## src/rtl/vram_pkg.sv

```systemverilog
// Shared types and width defaults for the video tile RAM arbiter.
package vram_pkg;

  localparam int DEFAULT_ADDR_W = 10;
  localparam int DEFAULT_DATA_W = 32;

  typedef enum logic [1:0] {
    G_IDLE,
    G_VGA,
    G_CPU
  } grant_t;

  typedef struct packed {
    logic [DEFAULT_ADDR_W-1:0] addr;
    logic [DEFAULT_DATA_W-1:0] data;
  } wr_entry_t;

endpackage

```

## src/rtl/sync_fifo.sv

```systemverilog
// Synchronous FIFO with occupancy count. A push while full and a pop while empty are ignored.
module sync_fifo #(
  parameter int WIDTH = 42,
  parameter int DEPTH = 4
) (
  input  logic                   clk,
  input  logic                   rst,
  input  logic                   i_push,
  input  logic [WIDTH-1:0]       i_wdata,
  input  logic                   i_pop,
  output logic [WIDTH-1:0]       o_rdata,
  output logic                   o_full,
  output logic                   o_empty,
  output logic [$clog2(DEPTH):0] o_count
);

  localparam int PTR_W = $clog2(DEPTH);
  localparam int CNT_W = PTR_W + 1;
  localparam logic [CNT_W-1:0] FULL_CNT = CNT_W'(DEPTH);

  logic [WIDTH-1:0] r_mem [DEPTH];
  logic [PTR_W-1:0] r_wr_ptr;
  logic [PTR_W-1:0] r_rd_ptr;
  logic [CNT_W-1:0] r_count;
  logic             w_do_push;
  logic             w_do_pop;

  assign o_full    = (r_count == FULL_CNT);
  assign o_empty   = (r_count == '0);
  assign o_count   = r_count;
  assign o_rdata   = r_mem[r_rd_ptr];
  assign w_do_push = i_push && !o_full;
  assign w_do_pop  = i_pop && !o_empty;

  always_ff @(posedge clk) begin
    if (w_do_push) begin
      r_mem[r_wr_ptr] <= i_wdata;
    end
  end

  // Pointers wrap naturally because DEPTH is a power of two.
  always_ff @(posedge clk) begin
    if (rst) begin
      r_wr_ptr <= '0;
      r_rd_ptr <= '0;
      r_count  <= '0;
    end else begin
      if (w_do_push) begin
        r_wr_ptr <= r_wr_ptr + PTR_W'(1);
      end
      if (w_do_pop) begin
        r_rd_ptr <= r_rd_ptr + PTR_W'(1);
      end
      case ({w_do_push, w_do_pop})
        2'b10:   r_count <= r_count + CNT_W'(1);
        2'b01:   r_count <= r_count - CNT_W'(1);
        default: r_count <= r_count;
      endcase
    end
  end

endmodule

```

## src/rtl/vram_arbiter.sv

```systemverilog
// Shares the single-port tile RAM between VGA reads (priority) and buffered CPU stores,
// with a forced CPU slot after MAX_VGA_RUN consecutive VGA grants while stores wait.
module vram_arbiter
  import vram_pkg::*;
#(
  parameter int ADDR_W      = DEFAULT_ADDR_W,
  parameter int DATA_W      = DEFAULT_DATA_W,
  parameter int FIFO_DEPTH  = 4,
  parameter int MAX_VGA_RUN = 8
) (
  input  logic              clk,
  input  logic              rst,
  input  logic              cpu_we,
  input  logic [ADDR_W-1:0] cpu_addr,
  input  logic [DATA_W-1:0] cpu_wdata,
  output logic              cpu_stall,
  output logic              err_overflow,
  input  logic              vga_req,
  input  logic [ADDR_W-1:0] vga_addr,
  output logic              vga_gnt,
  output logic              vga_rvalid,
  output logic [DATA_W-1:0] vga_rdata,
  output logic              mem_en,
  output logic              mem_we,
  output logic [ADDR_W-1:0] mem_addr,
  output logic [DATA_W-1:0] mem_wdata,
  input  logic [DATA_W-1:0] mem_rdata
);

  localparam int ENTRY_W = ADDR_W + DATA_W;
  localparam int CNT_W   = $clog2(FIFO_DEPTH) + 1;
  localparam int RUN_W   = $clog2(MAX_VGA_RUN + 1);
  localparam logic [CNT_W-1:0] FULL_CNT = CNT_W'(FIFO_DEPTH);
  localparam logic [RUN_W-1:0] RUN_MAX  = RUN_W'(MAX_VGA_RUN);

  grant_t             r_state;
  grant_t             w_grant;
  logic [RUN_W-1:0]   r_run_cnt;
  logic               r_overflow;
  logic               w_push;
  logic               w_pop;
  logic               w_fifo_full;
  logic               w_fifo_empty;
  logic [CNT_W-1:0]   w_fifo_count;
  logic [ENTRY_W-1:0] w_head;
  logic [ADDR_W-1:0]  w_head_addr;
  logic [DATA_W-1:0]  w_head_data;

  assign cpu_stall    = (w_fifo_count == FULL_CNT);
  assign err_overflow = r_overflow;
  assign w_push       = cpu_we && !w_fifo_full;
  assign {w_head_addr, w_head_data} = w_head;

  sync_fifo #(
    .WIDTH (ENTRY_W),
    .DEPTH (FIFO_DEPTH)
  ) u_wr_fifo (
    .clk     (clk),
    .rst     (rst),
    .i_push  (w_push),
    .i_wdata ({cpu_addr, cpu_wdata}),
    .i_pop   (w_pop),
    .o_rdata (w_head),
    .o_full  (w_fifo_full),
    .o_empty (w_fifo_empty),
    .o_count (w_fifo_count)
  );

  always_ff @(posedge clk) begin
    if (rst) begin
      r_state <= G_IDLE;
    end else begin
      r_state <= w_grant;
    end
  end

  // Grant decision and RAM port steering; the forced CPU slot outranks a pending VGA request.
  always_comb begin
    w_grant   = G_IDLE;
    mem_en    = 1'b0;
    mem_we    = 1'b0;
    mem_addr  = '0;
    mem_wdata = '0;
    vga_gnt   = 1'b0;
    w_pop     = 1'b0;
    if (!w_fifo_empty && (r_run_cnt == RUN_MAX)) begin
      w_grant = G_CPU;
    end else if (vga_req) begin
      w_grant = G_VGA;
    end else if (!w_fifo_empty) begin
      w_grant = G_CPU;
    end
    unique case (w_grant)
      G_VGA: begin
        mem_en   = 1'b1;
        mem_addr = vga_addr;
        vga_gnt  = 1'b1;
      end
      G_CPU: begin
        mem_en    = 1'b1;
        mem_we    = 1'b1;
        mem_addr  = w_head_addr;
        mem_wdata = w_head_data;
        w_pop     = 1'b1;
      end
      default: begin
      end
    endcase
  end

  always_ff @(posedge clk) begin
    if (rst || (w_grant == G_CPU) || w_fifo_empty) begin
      r_run_cnt <= '0;
    end else if ((w_grant == G_VGA) && (r_run_cnt != RUN_MAX)) begin
      r_run_cnt <= r_run_cnt + RUN_W'(1);
    end
  end

  // A store offered while stalled is lost even if the head pops in the same cycle.
  always_ff @(posedge clk) begin
    if (rst) begin
      r_overflow <= 1'b0;
    end else if (cpu_we && cpu_stall) begin
      r_overflow <= 1'b1;
    end
  end

  assign vga_rvalid = (r_state == G_VGA);
  assign vga_rdata  = mem_rdata;

endmodule

```

## config.mk

```make
export PLATFORM = sky130hd
export DESIGN_NAME = vram_arbiter
export DESIGN_NICKNAME = d
export VERILOG_FILES = /design/src/rtl/vram_pkg.sv /design/src/rtl/sync_fifo.sv /design/src/rtl/vram_arbiter.sv
export SDC_FILE = /design/constraint.sdc
export NUM_CORES = 1
export LEC_CHECK = 0
export BUFFER_PORTS_ARGS = -buffer_cell sky130_fd_sc_hd__buf_2
export CORE_MARGIN = 3
export CORE_UTILIZATION = 34
export CTS_BUF_LIST = sky130_fd_sc_hd__clkbuf_4 sky130_fd_sc_hd__clkbuf_8
export DETAILED_ROUTE_END_ITERATION = 16
export GPL_ROUTABILITY_DRIVEN = 1
export PLACE_DENSITY_LB_ADDON = 0.25
export SETUP_SLACK_MARGIN = 0.2
export SLEW_MARGIN = 25
export SYNTH_ARGS = -nofsm -noshare
export SYNTH_HDL_FRONTEND = slang
export SYNTH_SLANG_ARGS = --single-unit
```

## constraint.sdc

```tcl
create_clock -name clk -period 2.9 [get_ports clk]
set_input_delay 0.29 -clock clk [delete_from_list [all_inputs] [get_ports clk]]
set_output_delay 0.29 -clock clk [all_outputs]
set_load 0.02 [all_outputs]
```

# Yosys cells after proc, flatten, opt, wreduce, memory -nomap -nowiden
# Memories as Yosys holds them, arrays and structs flattened. A register that Yosys moved wholly into a read port is not among the register bits.
# Cells that the tools add are included.
# op_classes
add_sub_neg	5
n_eq_ne	8
mux	13
reduce_logical	13
# ops
operator	count
$mux 32	1
$pmux 10 s2	1
$mux 2	5
$eq 2x1->1 const B	3
$logic_and 1x1->1	6
$pmux 3 s2	1
$mux 1	5
$add 2x1->2 const B	2
$add 4x1->4 const B	1
$eq 2x2->1 const B	2
$eq 4x4->1 const B	1
$ne 4x4->1 const B	1
$add 3x1->3 const B	1
$eq 3x3->1 const B	1
$logic_not 3->1	1
$sub 3x1->3 const B	1
$logic_not 1->1	2
$logic_or 1x1->1	2
$reduce_bool 2->1	1
$reduce_or 2->1	1
# word_totals
reg_bits	14
ram_bits	168
in_bits	88
out_inout_bits	80
elab_cells	46
mem_count	1
# mem_list
name	words	width	rd	rd_ports_with_merged_regs	wr	line_no	rtl
u_wr_fifo.r_mem	4	42	1	1	1	sync_fifo.sv:21	logic [WIDTH-1:0] r_mem [DEPTH];

# Depth between registers and ports, before layout
# logic_depth
word_depth	9
mapped_depth	15
mapped_depth_nobuf	14

# Hierarchy
# From an unflattened synthesis, not the netlist that was laid out.
# hier_totals
cells_unflattened	406
area_unflattened_um2	7581.0
# modules_own_cells
mod	instances	cells_each	area_per_inst_um2	seq_area_each_um2
sync_fifo	1	274	6601.3	5225.0
vram_arbiter	1	132	979.7	140.1

# Least setup slack after synthesis
# OpenSTA, ideal clock, no wires.
# synth_timing
path_type	register -> register
startpoint	register r_run_cnt[0]
endpoint	register u_wr_fifo.r_count[2], in the netlist u_wr_fifo.o_count[2]
setup_ns	0.071
arrival_time_ns	2.744
required_ns	2.829
slack_ns	0.086
stages_incl_launch_ff	15
path_buffers	1
period_less_slack_ns	2.814
cell_sequence	dfxtp_1 > inv_1 > ha_1 > nand3b_1 > o21ai_0 > ha_1 > buf_2 > o31ai_1 > inv_1 > ha_1 > inv_1 > fa_1 > xor2_1 > or3_1 > a21oi_1
# synth_between
elab_chain_len	8
elab_cells_between_ends	10
classes_between	4 x eq/ne; 3 x mux; 3 x reduce/logical
# synth_lines
item	line_no	rtl
start, declared	vram_arbiter.sv:38	logic [RUN_W-1:0] r_run_cnt;
start signal, assigned	vram_arbiter.sv:115	r_run_cnt <= r_run_cnt + RUN_W'(1);
$eq 4x4->1 (*)	vram_arbiter.sv:86	if (!w_fifo_empty && (r_run_cnt == RUN_MAX)) begin
$logic_and 1x1->1 (*)	vram_arbiter.sv:86	
$mux 2 (*)	vram_arbiter.sv:86	
$eq 2x2->1 (*)	n/a	
$mux 1 (*)	n/a	
net mem_we	vram_arbiter.sv:24	output logic mem_we,
$logic_and 1x1->1 (*)	sync_fifo.sv:33	assign w_do_pop = i_pop && !o_empty;
net u_wr_fifo.w_do_pop	sync_fifo.sv:26	logic w_do_pop;
$eq 2x1->1 / $eq 2x2->1 (equally long branches)	sync_fifo.sv:54	case ({w_do_push, w_do_pop})
$pmux 3 s2 / $reduce_bool 2->1 (equally long branches)	n/a	
end signal, assigned	sync_fifo.sv:55	2'b10: r_count <= r_count + CNT_W'(1);
end signal, assigned	sync_fifo.sv:56	2'b01: r_count <= r_count - CNT_W'(1);
end signal, assigned	sync_fifo.sv:57	default: r_count <= r_count;
end, declared	sync_fifo.sv:24	logic [CNT_W-1:0] r_count;
# Mark *: on every way through the listed nets, which the timed path passes. The rest lies on a longest branch.
# A chain may end at the register's enable or synchronous reset.

# Final worst setup path
# layout_timing
startpoint	register r_run_cnt[1]
endpoint	output mem_addr[2]
# layout_between
elab_chain_len	5
elab_cells_between_ends	6
classes_between	3 x eq/ne; 2 x mux; 1 x reduce/logical
# layout_lines
item	line_no	rtl
$eq 4x4->1 (*)	vram_arbiter.sv:86	
$logic_and 1x1->1 (*)	vram_arbiter.sv:86	
$mux 2 (*)	vram_arbiter.sv:86	
net w_grant[1]	vram_arbiter.sv:37	grant_t w_grant;
$eq 2x2->1 / $eq 2x1->1 (equally long branches)	vram_arbiter.sv:93	unique case (w_grant)
$pmux 10 s2 (*)	vram_arbiter.sv:93	
end, declared	vram_arbiter.sv:25	output logic [ADDR_W-1:0] mem_addr,
# Marks and branches as above.

==> run_results.csv <==
group,metric,value,unit
global_route,grt_max_degree,34,
synthesis,synthFlopType,"edfxtp_1",
power_and_ir_drop,peakVddDrop,0.242,mV
global_route,grt-ovfl-total,0,
final_layout,final-seq-area,0.00537,mm2
route,viasPerCell,4.85,
synthesis,ys_types,32,
synthesis,synth_top_cell_by_area,"edfxtp_1",
synthesis,synth-seq-cells,184,
setup_path,cp_slowest_cell,"or3b_4",
clock_network,clk_path_buf_depth,2,
sta,rsz0062_at_grt,"true",
final_layout,nFillCells,1932,
route,wl_per_cell,19.4,um
sta,clock_skew,0.0222,ns
clock_network,htree_levels,4,
global_route,grt_pass1_wl,23500,um
synthesis,synth_edf_count,168,
setup_path,cp_max_fo,5,
floorplanning,die_area,0.0239,mm2
final_layout,postLayoutCoreUtil,0.416,
clock_network,cts_buffers,17,
setup_path,cp_slowest_stage_delay,0.49,ns
synthesis,synth.cell_area,0.00751,mm2
floorplanning,die_y,155,um
sta,maxSlewViolCount,0,
route,vias,3896,
route,drc,0,
floorplanning,ios,168,
synthesis,async_flop_share,0,
floorplanning,rows,53,
global_route,grt_util_all_layers,0.130,
floorplanning,start_util,0.352,
clock_network,clkLatencyLatePin,0.46,ns
global_route,antenna_found_initial,1,
setup_path,cp.required,2.61,ns
power_and_ir_drop,power_density,590,mW/mm2
synthesis,synth_nets,514,
setup_path,crit_type,"reg2out",
synthesis,syn_inst,416,
synthesis,synth_common_cells,"edfxtp_1 (168), and2_1 (36), buf_4 (32)",
route,drt_iter0_drc,186,
synthesis,yosysMostFrequentCell,"edfxtp_1",
worst_hold_path,min_path_type,"in2reg",
sta,whs,0.0340,ns
route,dr.pass1.iters,4,
power_and_ir_drop,p_leak,0.00315,uW
setup_path,crit_path_start_kind,"register",
setup_path,crit_chain,"inv_2 > ha_4 > nand3b_1 > a21o_1 > inv_2 > ha_4 > or3b_4 > o22ai_4 > a21o_1 > buf_6",
clock_network,cts-root-buf,"clkbuf_8",
final_layout,layout.cells.non_filler,803,
place,portBuffers,103,
route,ant_nets,0,
sta,max_slew.worst_pin.slew,0.567,ns
sta,relSlewSlack,0.622,
clock_network,path_clk_slew,0.11,ns
clock_network,cts.sinks,184,
route,finalWirelength,15600,um
synthesis,avgSynthCellArea,18.0,um2
floorplanning,core_area,0.0214,mm2
sta,fin_crit,2.80,ns
sta,setup_viol,0,
synthesis,synth_seq_area_share,0.715,
setup_path,worstSetupEndpointType,"output port",
final_layout,area_delta_synth_final,18.4,%
synthesis,ys_top_cells_by_area,"edfxtp_1 (67%), mux4_2 (8.7%), dfxtp_1 (4.3%)",
run_status,status,"finished, final reports clean",
floorplanning,die_w,155,um
final_layout,drive_gt1_frac,0.418,
synthesis,synth_warnings,0,
final_layout,fin_nets,611,
place,dp_hpwl,9450,um
sta,fin_crit_sh,0.965,
place,dp_cells,756,
run,max_cap_violations,0,
sta,finalHoldViolations,0,
global_route,grt_pass1_vias,4084,
place,gp_congestion,0.716,
setup_path,arrival,2.51,ns
synthesis,synth_top_cell_area_share,0.672,
sta,timing.fmax,357,MHz
final_layout,multi_input_area,0.00191,mm2
clock_network,cts_tree,"yes",
where the power goes:
group | switching [uW] | internal, uW
sequential | 42.9 | 3010
clock | 981 | 628
combinational | 323 | 258
state kept, by name (all words and copies together), names as in the netlist, named ones only:
register	count
u_wr_fifo.r_wr_ptr	2
u_wr_fifo.r_mem	168
r_run_cnt	4
r_state	2
err_overflow	1
u_wr_fifo.o_count	3
u_wr_fifo.r_rd_ptr	2
worst paths after layout:
kind,from,end,slack (ns),cells after the start
setup / recovery,r_run_cnt[1],mem_addr[2],0.10,10
hold / removal,cpu_addr[4],u_wr_fifo.r_mem[0][36],0.03,1
setup reg to reg,r_run_cnt[1],u_wr_fifo.o_count[2],0.16,16
hold reg to reg,err_overflow,err_overflow,0.47,2
placed cells by master (no fill, tap or decap), types with 7 or more instances in the layout:
master    instances
edfxtp_1        168
buf_2            95
and2_1           31
mux4_2           29
mux2i_1          21
clkbuf_8         17
buf_4            13
dfxtp_1          12
a21o_1           11
nor2_1           10
inv_1             9
o22ai_2           8
a21oi_1           8
buf_6             8
buf_12            7
routing by layer:
metal  track usage  up-vias  share of wire
met5             0        -              0
met4        0.0618        0          0.030
met3        0.0325       43          0.056
met2         0.220      104           0.51
met1         0.157     1977           0.40
li1              -     1772              -
what timing repair did:
action	4_1_cts	5_1_grt
cloned	1	1
hold buffers	0	1
pin swaps	7	12
hold endpoints to repair	0	4
endpoints found under the setup margin	43	20
setup buffers	6	4
gates resized for setup	35	22
critical path: cells and delay by family (launching register included):
family | cells | cell delay [ns]
adders and majority gates | 2 | 0.33
buffers and inverters | 3 | 0.25
AOI/OAI and AO/OA | 3 | 0.51
and+or+nand+nor | 2 | 0.62
DFF | 1 | 0.34
stage by stage:
stage                     setup WS (ns)  instance area, um2  power [uW]  TNS [ns]
final                             0.101                8890        5250         0
after global routing            -0.0184                8890        5480   -0.0358
after CTS                        0.0884                8730        5280         0
after detailed placement          0.113                8160        3620         0
after global placement            0.155                8160        3600         0
after floorplan                   0.205                7510        3480         0
kinds of logic after synthesis:
logic type | after synthesis | share of synthesized area
muxes | 53 | 0.126
AOI/OAI and AO/OA | 36 | 0.0297
DFF | 184 | 0.715
adders and majority gates | 10 | 0.0177
xor gates and xnor gates | 4 | 0.00467
and+or+nand+nor | 67 | 0.0518
buffers and inverters | 62 | 0.0558
area by class of cell:
| type | instances | area share |
|---|---|---|
| Sequential cell | 184 | 0.604 |
| Multi-Input combinational cell | 171 | 0.214 |
| Timing Repair Buffer | 125 | 0.0943 |
| Tap cell | 275 | 0.0387 |
| Clock buffer | 17 | 0.0263 |
| Clock inverter | 15 | 0.0153 |
| Inverter | 14 | 0.00591 |
| Antenna cell | 2 | 0.000563 |
(Power assumes the default switching activity.)
